===== src/rtl/uart_pkg.sv =====
// Shared UART definitions: data width and the receive-capture FSM state encoding.
package uart_pkg;

    localparam int UART_DATA_W = 8;

    typedef enum logic {
        CAP_IDLE = 1'b0,
        CAP_ACK  = 1'b1
    } cap_state_e;

endpackage


===== src/rtl/uart_sync_fifo.sv =====
// Generic synchronous FIFO with show-ahead read port, level/flags and a dominant flush.
module uart_sync_fifo #(
    parameter  int DEPTH = 16,
    parameter  int W     = 8,
    localparam int PW    = $clog2(DEPTH),
    localparam int LW    = PW + 1
) (
    input  logic          clk,
    input  logic          rst,
    input  logic          wr_en,
    input  logic [W-1:0]  wr_data,
    input  logic          rd_en,
    input  logic          flush,
    output logic [W-1:0]  rd_data,
    output logic [LW-1:0] level,
    output logic          full,
    output logic          empty
);

    logic [W-1:0]  mem [DEPTH];
    logic [PW-1:0] wr_ptr;
    logic [PW-1:0] rd_ptr;
    logic          push_ok;
    logic          pop_ok;

    assign full    = (level == LW'(DEPTH));
    assign empty   = (level == '0);
    assign pop_ok  = rd_en && !empty;
    // A full FIFO still accepts a write when the same cycle frees the head slot.
    assign push_ok = wr_en && (!full || rd_en);
    assign rd_data = mem[rd_ptr];

    always_ff @(posedge clk) begin
        if (rst || flush) begin
            wr_ptr <= '0;
            rd_ptr <= '0;
            level  <= '0;
        end else begin
            if (push_ok) wr_ptr <= wr_ptr + PW'(1);
            if (pop_ok)  rd_ptr <= rd_ptr + PW'(1);
            case ({push_ok, pop_ok})
                2'b10:   level <= level + LW'(1);
                2'b01:   level <= level - LW'(1);
                default: level <= level;
            endcase
        end
    end

    always_ff @(posedge clk) begin
        if (push_ok && !flush && !rst) mem[wr_ptr] <= wr_data;
    end

endmodule


===== src/rtl/uart_rx_fifo.sv =====
// Receive-side buffer: drains bytes from the UART receiver into a FIFO, with overrun and level irq.
module uart_rx_fifo
    import uart_pkg::*;
#(
    parameter  int DEPTH = 16,
    localparam int LVL_W = $clog2(DEPTH) + 1
) (
    input  logic                   clk,
    input  logic                   rst,
    input  logic                   rx_valid,
    input  logic [UART_DATA_W-1:0] rx_data,
    output logic                   rx_read,
    input  logic                   pop,
    output logic [UART_DATA_W-1:0] pop_data,
    output logic                   empty,
    output logic                   full,
    output logic [LVL_W-1:0]       level,
    input  logic [LVL_W-1:0]       thresh,
    input  logic                   irq_en,
    output logic                   irq,
    output logic                   overrun,
    input  logic                   clr_overrun,
    input  logic                   flush
);

    // Handshake: the receiver raises rx_valid with rx_data stable and holds both until it
    // samples rx_read=1 on a clock edge; rx_read is a single-cycle pulse per captured byte,
    // issued whether or not the byte fit, so the receiver never stalls.
    cap_state_e             state;
    logic                   capture;
    logic [LVL_W-1:0]       thr_eff;

    assign capture = (state == CAP_IDLE) && rx_valid;
    assign thr_eff = (thresh == '0) ? LVL_W'(1) : thresh;

    uart_sync_fifo #(
        .DEPTH (DEPTH),
        .W     (UART_DATA_W)
    ) u_fifo (
        .clk     (clk),
        .rst     (rst),
        .wr_en   (capture),
        .wr_data (rx_data),
        .rd_en   (pop),
        .flush   (flush),
        .rd_data (pop_data),
        .level   (level),
        .full    (full),
        .empty   (empty)
    );

    always_ff @(posedge clk) begin
        if (rst) begin
            state   <= CAP_IDLE;
            rx_read <= 1'b0;
        end else begin
            case (state)
                CAP_IDLE: begin
                    if (rx_valid) begin
                        rx_read <= 1'b1;
                        state   <= CAP_ACK;
                    end
                end
                CAP_ACK: begin
                    rx_read <= 1'b0;
                    state   <= CAP_IDLE;
                end
                default: begin
                    rx_read <= 1'b0;
                    state   <= CAP_IDLE;
                end
            endcase
        end
    end

    // A dropped byte sets overrun even if software clears it in the same cycle.
    always_ff @(posedge clk) begin
        if (rst) begin
            overrun <= 1'b0;
            irq     <= 1'b0;
        end else begin
            if (capture && full && !pop && !flush) overrun <= 1'b1;
            else if (clr_overrun)                  overrun <= 1'b0;
            irq <= irq_en && (level >= thr_eff);
        end
    end

endmodule


===== config.mk =====
export PLATFORM = sky130hd
export DESIGN_NAME = uart_rx_fifo
export DESIGN_NICKNAME = d
export VERILOG_FILES = /design/src/rtl/uart_pkg.sv /design/src/rtl/uart_sync_fifo.sv /design/src/rtl/uart_rx_fifo.sv
export SDC_FILE = /design/constraint.sdc
export NUM_CORES = 1
export LEC_CHECK = 0
export ABC_CLOCK_PERIOD_IN_PS = 3800
export BUFFER_PORTS_ARGS = -buffer_cell sky130_fd_sc_hd__clkbuf_2
export CORE_ASPECT_RATIO = 1.75
export CORE_UTILIZATION = 35
export CTS_CLUSTER_DIAMETER = 60
export DETAILED_ROUTE_END_ITERATION = 7
export PLACE_DENSITY = 0.54
export SLEW_MARGIN = 15
export SYNTH_ARGS = -nofsm -noshare
export SYNTH_HDL_FRONTEND = slang
export SYNTH_SLANG_ARGS = --single-unit

===== constraint.sdc =====
create_clock -name clk -period 3.8 [get_ports clk]
set_input_delay 0.38 -clock clk [delete_from_list [all_inputs] [get_ports clk]]
set_output_delay 0.38 -clock clk [all_outputs]
set_load 0.01 [all_outputs]

==> flow_summary.json <==
{
  "fin_skew_ns": 0.00722,
  "synth-edff-count": 128,
  "period_needed_ns": 3.01,
  "diodes": 0,
  "postCtsSetupRepairBufs": 0,
  "cts.repair.resized": 0,
  "dieArea_um2": 17900,
  "portBuffers": 37,
  "fin_area_um2": 7140,
  "ys_warn_count": 0,
  "r2r_end": "u_fifo.level[2]",
  "clk_pin_slew_worst_paths_ns": 0.06,
  "cts_hold_buf": 0,
  "clockPowerShare_pct": 45.5,
  "first_pass_iters": 4,
  "dp_cells": 614,
  "rows": 63,
  "status": "finished clean",
  "synth.net_count": 391,
  "cpPeakStageDelay_ns": 0.61,
  "grt_pass1_vias": 3406,
  "antenna_found_initial": 0,
  "power.total_mw": 3.52,
  "grt_usage_pct": 15.4,
  "synth_common_cells": "edfxtp_1, nor2_1, mux4_2, dfxtp_1, a22oi_1",
  "overflow": 0,
  "core_area_um2": 16900,
  "worstMarginPinSlew_ns": 0.930,
  "power_density_nw_per_um2": 492,
  "crit_chain": "or4_4, o21ai_2, inv_1, ha_1, xor2_1, ha_1, a21o_1, xnor2_1, or3_1, a21oi_1",
  "path_class": "flop to flop",
  "hold_path_class": "input pin to flop",
  "critPathArrivalTime_ns": 3.35,
  "die_height_um": 176,
  "finalCritPeriodShare_pct": 79.1,
  "clockBufferDepth": 2,
  "avgRoutedWirePerCell_um": 19.2,
  "die_w_um": 102,
  "r2r_setup_slack_ns": 0.79,
  "cts_tree": "done",
  "synthTopCellsByArea": "edfxtp_1, mux4_2, dfxtp_1",
  "slowest_stage": "or4_4",
  "leakagePower_nw": 2.41,
  "finalSetupTns_ns": 0,
  "drv_slew": 0,
  "max_slew_margin_pct": 37.7,
  "critPathCapture": "u_fifo.level[2]",
  "yosysMostFrequentCell": "edfxtp_1",
  "critPathLaunch": "u_fifo.level[1]",
  "async_reset_ff_share_pct": 0,
  "finalWorstSetupSlack_ns": 0.794,
  "root_buffer": "clkbuf_16",
  "synthCells": 357,
  "pwr-share-seq_pct": 50.9,
  "syn_area_per_cell_um2": 17.1,
  "critPathMostFrequentCell": "ha_1",
  "synth_top_area_share_pct": 63.1,
  "maxCapViolations": 0,
  "grt_start_max_net_pins": 33,
  "reg2reg_from": "u_fifo.level[1]",
  "drive_gt1_share_pct": 27.7,
  "rsz0062_at_grt": "no",
  "layout.nets": 440,
  "ant_nets": 0,
  "start_util_pct": 35.9,
  "crit_buf_inv": 1,
  "route.detailed.drc": 0,
  "clock_sinks": 149,
  "routed-via-count": 3212,
  "netlist_area_um2": 6090,
  "worst-r2r-cell-count": 10,
  "p_int_mw": 2.75,
  "grt_pass1_wl_um": 19400,
  "via_per_inst": 4.97,
  "required_ns": 4.14,
  "finish.utilization_pct": 42.1,
  "ios": 38,
  "ys.flop_type": "edfxtp_1",
  "syn_to_final_growth_pct": 17.3,
  "critical-path-top-delay-family": "simple AND/OR/NAND/NOR gates",
  "clock_latency_ns": 0.42,
  "yosysUniqueCellTypes": 45,
  "cp-end-kind": "flop",
  "fmax_ghz": 0.333,
  "stdcell_count": 646,
  "dpl_worst_slack_ns": 0.854,
  "comb_power_share_pct": 3.6,
  "htreeDepth": 4,
  "peakVddDrop_mv": 0.274,
  "wirelength_um": 12400,
  "synth_top_area_cell": "edfxtp_1",
  "synth_seq_cells": 149,
  "cp.depth": 10,
  "path_max_fanout": 10,
  "hpwl_um": 8600,
  "swShare_pct": 21.9,
  "gp_congestion": 0.794,
  "hold_slack_ns": 0.197,
  "cp-start-kind": "flop",
  "ys_seq_area_share_pct": 70.0,
  "p_sw_mw": 0.770,
  "dpl_cell_area_um2": 6570,
  "cts_inserted_buffers": 17,
  "hold_violations": 0,
  "dr.first_iter.drc_count": 180,
  "setup_viol": 0
}
==> registers in the layout (all words and copies together), names as in the netlist, named ones only <==
register	count
irq	1
overrun	1
rx_read	1
state	1
u_fifo.level	5
u_fifo.mem	128
u_fifo.rd_ptr	4
u_fifo.wr_ptr	4
==> placed cells by master, fill, tap and decap left out, drive strengths merged, types with 4 or more instances in the layout <==
master and count:
ha 14, clkinvlp 5, a22oi 16, o21ai 6
xor2 5, nand2 12, nor2 33, buf 10
clkbuf 54, mux4 32, a21oi 5, nand3 11
edfxtp 128, dfxtp 21, nor2b 4, inv 20
==> how the worst min path moves through the flow <==
stage	start	endpoint	slack, ns	cells after the start
global route	rst	state	0.20	2
global placement	state	rx_read	0.44	1
detailed placement	state	rx_read	0.45	1
CTS	rst	state	0.19	2
floorplan	state	rx_read	0.41	1
finish	rst	overrun	0.20	2
==> worst reg2reg max path: stages, from the launching register on <==
cell	delay (ns)
dfxtp_1	0.41
or4_4	0.61
o21ai_2	0.27
inv_1	0.10
ha_1	0.32
xor2_1	0.18
ha_1	0.22
a21o_1	0.19
xnor2_1	0.15
or3_1	0.32
a21oi_1	0.15
==> power by group through the flow <==
| stage | registers (mW) | clock network (mW) | logic (mW) |
|---|---|---|---|
| 2_1_floorplan | 1.82 | 0 | 0.0743 |
| 3_3_place_gp | 1.82 | 0 | 0.126 |
| 3_5_place_dp | 1.82 | 0 | 0.131 |
| 4_1_cts | 1.79 | 1.63 | 0.131 |
| 5_1_grt | 1.79 | 1.70 | 0.143 |
| 6_report | 1.79 | 1.60 | 0.128 |
==> metal layers <==
layer | vias to the layer above | GRT usage (%) | wire (um)
met1 | 1603 | 17.0 | 4790
met2 | 78 | 28.2 | 7130
met5 | - | 0 | 0
met4 | 0 | 5.62 | 162
li1 | 1517 | - | -
met3 | 14 | 3.33 | 351
==> layout make-up <==
class | count | area [um2]
clock buffer | 17 | 425
sequential | 149 | 4270
multi-input combinational | 178 | 1700
clock inverter | 15 | 144
tap | 227 | 284
timing repair buffer | 47 | 273
inverter | 13 | 48.8
fill | 1534 | 9810
==> kinds of logic (layout without fill, tap and decap cells) <==
group	Yosys count	count (layout)	synth area share, %
XOR/XNOR	7	7	1.01
multiplexers	34	34	12.2
AND/OR/NAND/NOR	83	83	6.84
flip-flops	149	149	70.0
buffers and inverters	30	92	2.06
AO/OA/AOI/OAI	40	40	5.01
adder cells (fa/ha/maj)	14	14	2.88
Power figures use the tool's default switching activity.
